## src/rtl/uart_tx_fifo.sv

```systemverilog
// rtl/uart_tx_fifo.sv - 8N1 UART transmitter fed from a small byte FIFO
module uart_tx_fifo #(
   parameter int CLKS_PER_BIT = 434,
   parameter int FIFO_DEPTH   = 4
) (
   input  logic                          clk,
   input  logic                          rst_n,
   input  logic [7:0]                    tx_data,
   input  logic                          tx_valid,
   output logic                          tx_ready,
   output logic                          transmitData,
   output logic                          busy,
   output logic [$clog2(FIFO_DEPTH):0]   fifo_count
);

   localparam int               AW         = $clog2(FIFO_DEPTH);
   localparam logic [AW:0]      FULL_COUNT = FIFO_DEPTH[AW:0];
   localparam logic [15:0]      BAUD_LAST  = 16'(CLKS_PER_BIT - 1);

   typedef enum logic [1:0] {IDLE, START, DATA, STOP} stateType;

   stateType      state;
   logic [7:0]    fifoMem [FIFO_DEPTH];
   logic [AW-1:0] wrPtr;
   logic [AW-1:0] rdPtr;
   logic [AW:0]   count;
   logic [7:0]    shiftReg;
   logic [2:0]    bitCnt;
   logic [15:0]   baudCnt;
   logic          baudDone;
   logic          haveData;
   logic          push;
   logic          pop;

   assign haveData   = (count != '0);
   assign baudDone   = (baudCnt == BAUD_LAST);
   assign tx_ready   = (count < FULL_COUNT);
   assign push       = tx_valid && tx_ready;
   // Pops happen only when the line is free: from IDLE, or as the stop bit ends.
   assign pop        = haveData && ((state == IDLE) || (state == STOP && baudDone));
   assign busy       = (state != IDLE) || haveData;
   assign fifo_count = count;

   always_ff @(posedge clk) begin
      if (rst_n && push) begin
         fifoMem[wrPtr] <= tx_data;
      end
   end

   always_ff @(posedge clk) begin
      if (!rst_n) begin
         state        <= IDLE;
         transmitData <= 1'b1;
         wrPtr        <= '0;
         rdPtr        <= '0;
         count        <= '0;
         shiftReg     <= '0;
         bitCnt       <= '0;
         baudCnt      <= '0;
      end else begin
         if (push) begin
            wrPtr <= wrPtr + 1'b1;
         end
         if (pop) begin
            rdPtr <= rdPtr + 1'b1;
         end
         case ({push, pop})
            2'b10:   count <= count + 1'b1;
            2'b01:   count <= count - 1'b1;
            default: count <= count;
         endcase

         case (state)
            IDLE: begin
               transmitData <= 1'b1;
               baudCnt      <= '0;
               bitCnt       <= '0;
               if (pop) begin
                  shiftReg     <= fifoMem[rdPtr];
                  transmitData <= 1'b0;
                  state        <= START;
               end
            end
            START: begin
               if (baudDone) begin
                  baudCnt      <= '0;
                  transmitData <= shiftReg[0];
                  state        <= DATA;
               end else begin
                  baudCnt <= baudCnt + 1'b1;
               end
            end
            DATA: begin
               if (baudDone) begin
                  baudCnt <= '0;
                  if (bitCnt == 3'd7) begin
                     bitCnt       <= '0;
                     transmitData <= 1'b1;
                     state        <= STOP;
                  end else begin
                     bitCnt       <= bitCnt + 1'b1;
                     shiftReg     <= shiftReg >> 1;
                     transmitData <= shiftReg[1];
                  end
               end else begin
                  baudCnt <= baudCnt + 1'b1;
               end
            end
            STOP: begin
               if (baudDone) begin
                  baudCnt <= '0;
                  if (pop) begin
                     shiftReg     <= fifoMem[rdPtr];
                     transmitData <= 1'b0;
                     state        <= START;
                  end else begin
                     state <= IDLE;
                  end
               end else begin
                  baudCnt <= baudCnt + 1'b1;
               end
            end
            default: state <= IDLE;
         endcase
      end
   end

endmodule

```

## config.mk

```make
export PLATFORM = sky130hd
export DESIGN_NAME = uart_tx_fifo
export DESIGN_NICKNAME = d
export VERILOG_FILES = /design/src/rtl/uart_tx_fifo.sv
export SDC_FILE = /design/constraint.sdc
export NUM_CORES = 1
export LEC_CHECK = 0
export BUFFER_PORTS_ARGS = -buffer_cell sky130_fd_sc_hd__buf_2
export CAP_MARGIN = 20
export CORE_MARGIN = 2
export CORE_UTILIZATION = 60
export DETAILED_ROUTE_END_ITERATION = 8
export GPL_TIMING_DRIVEN = 0
export MAX_ROUTING_LAYER = met4
export PLACE_DENSITY = 0.75
export SLEW_MARGIN = 20
export SYNTH_ARGS = -nofsm -noshare
export SYNTH_HDL_FRONTEND = slang
export SYNTH_SLANG_ARGS = --single-unit
```

## constraint.sdc

```tcl
create_clock -name clk -period 3.68 [get_ports clk]
set_input_delay 0.736 -clock clk [delete_from_list [all_inputs] [get_ports clk]]
set_output_delay 0.736 -clock clk [all_outputs]
set_load 0.005 [all_outputs]
```

### After elaboration in Yosys (flattened, before gate mapping)

Memory sizes are Yosys's and may differ from the RTL's. A register that Yosys moved wholly into a read port is not among the register bits.
Index checks and enable logic that the tools add are counted.

* output and inout bits: 6
* flip-flop bits (word level): 37
* memories: 1
* bits of input ports: 11
* logic and storage cells: 76
* bits in writable memories: 32

* add/subtract/negate cells: 6
* order comparisons: 1
* muxes and demuxes: 29
* reductions and logical operators: 17
* eq/ne operators: 14

Memories
* fifoMem: words 4, bits a word 8, read ports 1, clocked after Yosys merged registers in 1, write ports 1, line 23 `logic [7:0] fifoMem [FIFO_DEPTH];`

Operators with widths (count)
* $mux 8: 4
* $pmux 16 s2: 1
* $pmux 8 s3: 1
* $add 16x1->16 const B: 1
* $eq 16x9->1 const B: 1
* $mux 16: 1
* $mux 2: 7
* $ne 2x2->1 const B: 7
* $pmux 3 s2: 2
* $mux 1: 9
* $pmux 2 s4: 1
* $reduce_and 4->1: 2
* $add 3x1->3 const B: 2
* $eq 2x2->1 const B: 3
* $mux 3: 2
* $reduce_bool 2->1: 3
* $reduce_bool 3->1: 2
* $reduce_and 5->1: 1
* $add 2x1->2 const B: 2
* $eq 2x1->1 const B: 2
* $logic_and 1x1->1: 4
* $pmux 1 s4: 1
* $eq 3x3->1 const B: 1
* $lt 3x3->1 const B: 1
* other kinds (5): 6

### Logic depth before layout (Yosys ltp)

Gate-level depths: netlist of run 1.

* word-level depth: 7
* gate-level depth with buffers: 12
* mapped depth without buffers: 12

### Least setup slack after synthesis of run 1

OpenSTA, ideal clock, no wires.

* path kind: flip-flop to flip-flop
* start: register baudCnt[9]
* end: register count[2], in the netlist fifo_count[2]
* clock period less this slack: 2686 ps
* library setup time: 70 ps
* arrival: 2616 ps
* stages on the path, launching flop included: 11
* slack: 994 ps
* data required time: 3610 ps
* cell sequence: dfxtp_1 or4b_4 nor4_4 a31oi_2 nor2_1 ha_1 inv_1 fa_1 xor2_1 or3_1 a21oi_1

* word-level cells in the longest chain between the ends: 6

Ends and longest elaborated chain
* start, declared: line 29 `logic [15:0] baudCnt;`
* start signal, assigned: line 90 `baudCnt <= baudCnt + 1'b1;`
* start signal, assigned: line 106 `baudCnt <= baudCnt + 1'b1;`
* start signal, assigned: line 120 `baudCnt <= baudCnt + 1'b1;`
* $eq 16x9->1 (*): line 36 `assign baudDone = (baudCnt == BAUD_LAST);`
* $logic_and 1x1->1 (*): line 40 `assign pop = haveData && ((state == IDLE) || (state == STOP && baudDone));`
* $logic_or 1x1->1 (*): line 40
* $logic_and 1x1->1 (*): line 40
* named net pop: line 33 `logic pop;`
* $eq 2x1->1 / $eq 2x2->1 (equally long branches): line 67 `case ({push, pop})`
* $pmux 3 s2 / $reduce_bool 2->1 (equally long branches)
* end signal, assigned: line 68 `2'b10: count <= count + 1'b1;`
* end signal, assigned: line 69 `2'b01: count <= count - 1'b1;`
* end signal, assigned: line 70 `default: count <= count;`
* end, declared: line 26 `logic [AW:0] count;`

Mark *: on every way through the listed nets, which the timed path passes. The rest lies on a longest branch.
A chain may end at the register's enable or synchronous reset.

### Worst setup path after layout of run 1

Same ends and word-level chain as after synthesis.

==> results.yml, run 1 <==
die:
  die_w_um: 77.4
  fp.dieH_um: 77.4
  num_rows: 26
  start_util: 0.630
  io_pins: 17
  die_area_mm2: 0.00600
  coreArea_mm2: 0.00514
hold_path:
  hold_path.class: "flop to flop"
synth:
  netlist_area_mm2: 0.00324
  synth_top_area_frac: 0.297
  synth_top_family_by_area: "simple AND/OR/NAND/NOR gates"
  synth_compound_area_frac: 0.0623
  ys_ff_latch: 71
  avgSynthCellArea_um2: 11.7
  synth_ff_type: "dfxtp_1"
  synthXorXnorAreaFrac: 0.0460
  synth_fa_ha_area_frac: 0.0603
  synthMuxAreaShare: 0.108
  synth.largest_area_cell: "edfxtp_1"
  yosysSeqAreaShare: 0.538
  synth_edf_count: 32
  synthTopCellsByArea: "edfxtp_1 30%, dfxtp_1 24%, mux4_2 5.6%, ha_1 5.4%, nor2_1 3.2%"
  synth_most_common_cell: "dfxtp_1"
  synth.top_cells.by_count: "39 x dfxtp_1, 32 x edfxtp_1, 28 x nor2_1, 27 x nand2_1, 15 x inv_1"
  synthArstFlopShare: 0
  synthCells: 276
  syn-num-nets: 302
  yosysUniqueCellTypes: 50
  yosys_warnings: 0
  yosys.area_share.simple: 0.151
clock_tree:
  clk_latency_ns: 0.35
  clockBufferDepth: 2
  postCtsHoldBufs: 0
  clk_pin_slew_ns: 0.08
  cts_made_buffers: 9
  cts_sinks: 71
  postCtsSetupRepairBufs: 0
  cts_resized: 0
  cts_tree: "yes"
  cts_max_level: 3
  clock_tree.root_cell: "clkbuf_8"
timing:
  drv_slew: 0
  rsz0062_at_grt: "false"
  slew_headroom: 0.412
  setup_viol: 0
  hold_viol: 0
  tightest_slew_ns: 0.876
  period_minus_slack_ns: 2.93
  finClkSkew_ns: 0.00859
  tns_ns: 0
  fmax_mhz: 341
  period_share: 0.798
status:
  status: "complete, no violations"
layout:
  final_area_mm2: 0.00360
  area_delta_synth_final_pct: 11.3
  drive_gt1_frac: 0.188
  antenna_cells: 0
  finalNetCount: 329
  fin_util: 0.700
worst_setup_path:
  cp_max_fo: 8
  cp.required_ns: 3.96
  cp.arrival_ns: 3.22
  worstSetupStartpointType: "flop"
  crit_type: "flop to flop"
  critPathCaptureType: "flop"
job:
  cap_violations: 0
global_route:
  grt_use_total: 0.209
  top_usage_layer: "met2"
  use_met2: 0.306
  grt_use_met1: 0.280
  first_global_vias: 2019
  grt_overflow: 0
  grt_pass1_wl_um: 9470
  antenna_found_initial: 0
  grt_max_degree: 14
  use_met3: 0.0500
route:
  num_vias: 2040
  avgRoutedWirePerCell_um: 14.5
  postRouteAntennaNets: 0
  first_iter_violations: 113
  drc_errors: 0
  drt_pass1_iterations: 4
  wirelength_um: 5500
  routed_via_density: 5.40
placed_design:
  gp_congestion: 0.911
  io_buffer_count: 16
  dp_hpwl_um: 3940
  dpl_cell_area_mm2: 0.00340
power_and_ir_drop:
  max-vdd-ir-drop_mv: 0.325
  leakagePower_nw: 1.34
  powerDensity_mw_per_mm2: 649
  power_mw: 2.34
-- routing by layer --
metal	part of all wire	wire length, µm
met5	0	0
met4	0.017	91
met3	0.041	227
met2	0.46	2530
met1	0.48	2650
-- flip-flops by register name, indices dropped and copies added, names as in the netlist, named ones only --
signal        flops
wrPtr             2
rdPtr             2
bitCnt            3
state             2
shiftReg          8
baudCnt          16
transmitData      1
fifo_count        3
fifoMem          32
-- metrics by stage --
stage,hold WS [ns],worst slack (ns),cells
4_1_cts,0.471,0.719,378
6_report,0.466,0.745,378
3_5_place_dp,0.461,0.753,362
5_1_grt,0.486,0.496,378
2_1_floorplan,0.433,0.994,276
3_3_place_gp,0.443,0.786,362
-- power breakdown --
group          internal, mW  leakage, nW  switching [mW]
combinational         0.331        0.638           0.379
clock                 0.317       0.0934           0.295
sequential            0.943        0.608          0.0725
total                  1.59         1.34           0.746
-- layout make-up --
class	instances	area, µm²
plain buffers	10	51.3
clock buffers	10	128
clock inverters	6	68.8
fillers	395	1540
inverters	16	60.1
multi-input cells	179	1380
flip-flops and latches	71	1740
well taps	70	87.6
repair buffers	16	80.1
-- path summary, 6_finish.rpt --
path               start             to  slack (ns)  cells after the start
max           baudCnt[9]  fifo_count[2]        0.75                     10
min          shiftReg[7]    shiftReg[7]        0.47                      2
max reg2reg   baudCnt[9]  fifo_count[2]        0.75                     10
min reg2reg  shiftReg[7]    shiftReg[7]        0.47                      2
-- cell families after synthesis --
| logic type | count (synthesis) |
|---|---|
| simple gates | 93 |
| flops | 71 |
| compound gates | 30 |
| buf+inv | 26 |
| mux | 24 |
| xor+xnor | 17 |
| fa+ha+maj | 15 |
-- worst max-delay path, stage by stage (launching register included) --
cell     delay [ns]
dfxtp_1        0.35
or4b_4         0.57
nor4_4         0.35
a31oi_2        0.23
nor2_1         0.13
ha_1           0.19
inv_1          0.06
fa_1           0.37
xor2_1         0.16
or3_1          0.31
a21oi_1        0.14
-- placed cells by master, fill, tap and decap left out, drive strengths merged, types with 7 or more instances in the layout --
| cell type | synthesis | final |
|---|---|---|
| a21oi | 11 | 11 |
| buf | 3 | 19 |
| clkbuf | 7 | 17 |
| dfxtp | 39 | 39 |
| edfxtp | 32 | 32 |
| ha | 14 | 14 |
| inv | 16 | 18 |
| mux2 | 7 | 7 |
| mux2i | 9 | 9 |
| mux4 | 8 | 8 |
| nand2 | 27 | 27 |
| nand3 | 8 | 8 |
| nor2 | 28 | 28 |
| xor2 | 12 | 12 |
Note: power is estimated with default switching activity, not from simulation.
==> inputs of run 2 (changes only) <==
Settings changed: ABC_AREA from default to 1, CORE_UTILIZATION 60 to 55, PLACE_DENSITY 0.75 to 0.73.
Clock period 3.68 ns to 2.6 ns, I/O delays scaled along.
==> results.yml, run 2 <==
status:
  status: "complete, no violations"
synth:
  synthXorXnorAreaFrac: 0.0104
  yosys.area_share.simple: 0.216
  synth_compound_area_frac: 0.108
  synthCells: 379
  synthTopCellsByArea: "edfxtp_1 29%, dfxtp_1 23%, nand2_1 6.6%, nor2_1 5.7%, ha_1 5.2%"
  ys_ff_latch: 71
  yosys_warnings: 0
  synth_ff_type: "dfxtp_1"
  synth_edf_count: 32
  yosysUniqueCellTypes: 35
  netlist_area_mm2: 0.00336
  synth_top_family_by_area: "simple AND/OR/NAND/NOR gates"
  synth.top_cells.by_count: "59 x nand2_1, 51 x nor2_1, 40 x inv_1, 39 x dfxtp_1, 32 x edfxtp_1"
  synth.largest_area_cell: "edfxtp_1"
  synthArstFlopShare: 0
  synth_fa_ha_area_frac: 0.0581
  avgSynthCellArea_um2: 8.87
  syn-num-nets: 405
  synth_most_common_cell: "nand2_1"
  synth_top_area_frac: 0.286
  yosysSeqAreaShare: 0.518
  synthMuxAreaShare: 0.0179
timing:
  period_minus_slack_ns: 2.31
  fin_ws_ns: 0.287
  rsz0062_at_grt: "false"
  finClkSkew_ns: 0.00537
  drv_slew: 0
  hold_viol: 0
  tightest_slew_ns: 0.778
  fmax_mhz: 432
  slew_headroom: 0.479
  setup_viol: 0
  holdWs_ns: 0.389
  tns_ns: 0
  period_share: 0.890
die:
  num_rows: 28
  coreArea_mm2: 0.00592
  io_pins: 17
  start_util: 0.568
  die_area_mm2: 0.00675
  die_w_um: 82.2
  fp.dieH_um: 82.2
placed_design:
  gp_congestion: 0.753
  io_buffer_count: 16
  dp_hpwl_um: 4360
  post-place-ws_ns: 0.144
route:
  drt_pass1_iterations: 4
  num_vias: 2483
  routed_via_density: 5.11
  wirelength_um: 6080
  avgRoutedWirePerCell_um: 12.5
  postRouteAntennaNets: 0
  drc_errors: 0
  first_iter_violations: 103
worst_setup_path:
  critPathCaptureType: "flop"
  crit_type: "flop to flop"
  cp.required_ns: 2.83
  reg2reg_to: "fifo_count[2]"
  reg2reg_from: "baudCnt[1]"
  cp_max_fo: 6
  r2r_cells: 17
  ff2ff_setup_slack_ns: 0.29
  worstSetupStartpointType: "flop"
  cp.arrival_ns: 2.54
hold_path:
  hold_depth: 1
  hold_path_end: "fifoMem[2][3]"
  hold_path.class: "input port to flop"
  worstHoldStart: "tx_data[3]"
layout:
  area_delta_synth_final_pct: 11.1
  final_common_cell: "nand2_1"
  final_cell_mix: "59 x nand2_1, 51 x nor2_1, 39 x inv_1"
  final.fill_count: 509
  finalNetCount: 432
  largest_register_ffs: 32
  antenna_cells: 0
  ff_latch_area_mm2: 0.00174
  top_register: "fifoMem"
  drive_gt1_frac: 0.146
  multi_input_area_mm2: 0.00138
  top_regs: "fifoMem (32), baudCnt (16), shiftReg (8)"
power_and_ir_drop:
  leakagePower_nw: 1.54
  max-vdd-ir-drop_mv: 0.535
  power_mw: 3.67
  powerDensity_mw_per_mm2: 983
job:
  cap_violations: 0
global_route:
  grt_overflow: 0
  grt_pass1_wl_um: 10100
  first_global_vias: 2433
  grt_use_total: 0.209
  antenna_found_initial: 0
  grt_max_degree: 14
clock_tree:
  clk_latency_ns: 0.34
  cts_made_buffers: 9
  clk_pin_slew_ns: 0.08
  clockBufferDepth: 2
  clock_tree.root_cell: "clkbuf_8"
  cts_sinks: 71
  cts_tree: "yes"
  postCtsSetupRepairBufs: 0
  cts_max_level: 3
==> run 2: cell count changes after synthesis, sizes merged, moves of 5 or more <==
cell,delta
o21ai,+28
mux2,-7
and3,-6
nand3,+20
a21oi,+20
inv,+28
or3,-5
mux4,-8
nand2,+36
nor3,+7
xnor2,-5
xor2,-8
nor2,+30
==> run 2: logic make-up after synthesis <==
kind of cell | count (synthesis)
XOR/XNOR | 4
buffers and inverters | 55
adder cells (fa/ha/maj) | 15
AO/OA/AOI/OAI | 67
flip-flops | 71
multiplexers | 6
AND/OR/NAND/NOR | 161
==> run 2: area by class of cell <==
type | count | area share
plain buffers | 10 | 0.0191
clock buffers | 10 | 0.0342
clock inverters | 6 | 0.0188
inverters | 45 | 0.0452
multi-input cells | 253 | 0.369
flip-flops and latches | 71 | 0.467
well taps | 75 | 0.0251
repair buffers | 16 | 0.0214
==> run 2: repair_timing <==
| item | in CTS | in global routing |
|---|---|---|
| hold buffers | 0 | 0 |
| gates resized for setup | 0 | 4 |
| setup endpoints to repair | 0 | 1 |
==> run 2: through the flow <==
step,instances,cell area [µm²],util
6_report,486,3730,0.631
5_1_grt,486,3730,0.631
4_1_cts,486,3730,0.630
3_5_place_dp,470,3530,0.597
3_3_place_gp,470,3530,0.597
2_1_floorplan,379,3360,-
==> run 2: worst max-delay path by stage <==
stage                          start       endpoint  slack [ns]  depth (start not counted)
after global routing      baudCnt[1]  fifo_count[2]      0.0003                         17
after detailed placement  baudCnt[0]  fifo_count[2]        0.14                         16
after floorplan           baudCnt[0]  fifo_count[2]        0.39                         16
after CTS                 baudCnt[0]  fifo_count[2]        0.12                         16
after global placement    baudCnt[0]  fifo_count[2]        0.20                         16
final                     baudCnt[1]  fifo_count[2]        0.29                         17
==> run 2: routing by layer <==
| layer | up-vias | share of wire | global-route usage |
|---|---|---|---|
| met4 | 0 | 0.015 | 0.108 |
| met3 | 11 | 0.030 | 0.0457 |
| met2 | 42 | 0.52 | 0.372 |
| li1 | 1307 | - | - |
| met5 | - | 0 | - |
| met1 | 1123 | 0.43 | 0.217 |
==> run 2: report_power, final <==
part / internal, mW / switching, mW
clock: 0.449 / 0.415
combinational: 0.532 / 0.854
sequential: 1.33 / 0.0921
==> run 2: critical path, stage by stage (launching register included) <==
cell and delay, ns:
dfxtp_1 0.33, inv_1 0.05, ha_1 0.15, nand2_1 0.06, inv_2 0.04, nand2_1 0.05, nor2_2 0.09, nand3_1 0.10
nand2_2 0.10, nand2_4 0.09, inv_2 0.10, ha_1 0.14, inv_1 0.07, fa_1 0.39, a21oi_1 0.15, o21ai_1 0.10
o21ai_1 0.12, a21oi_1 0.05
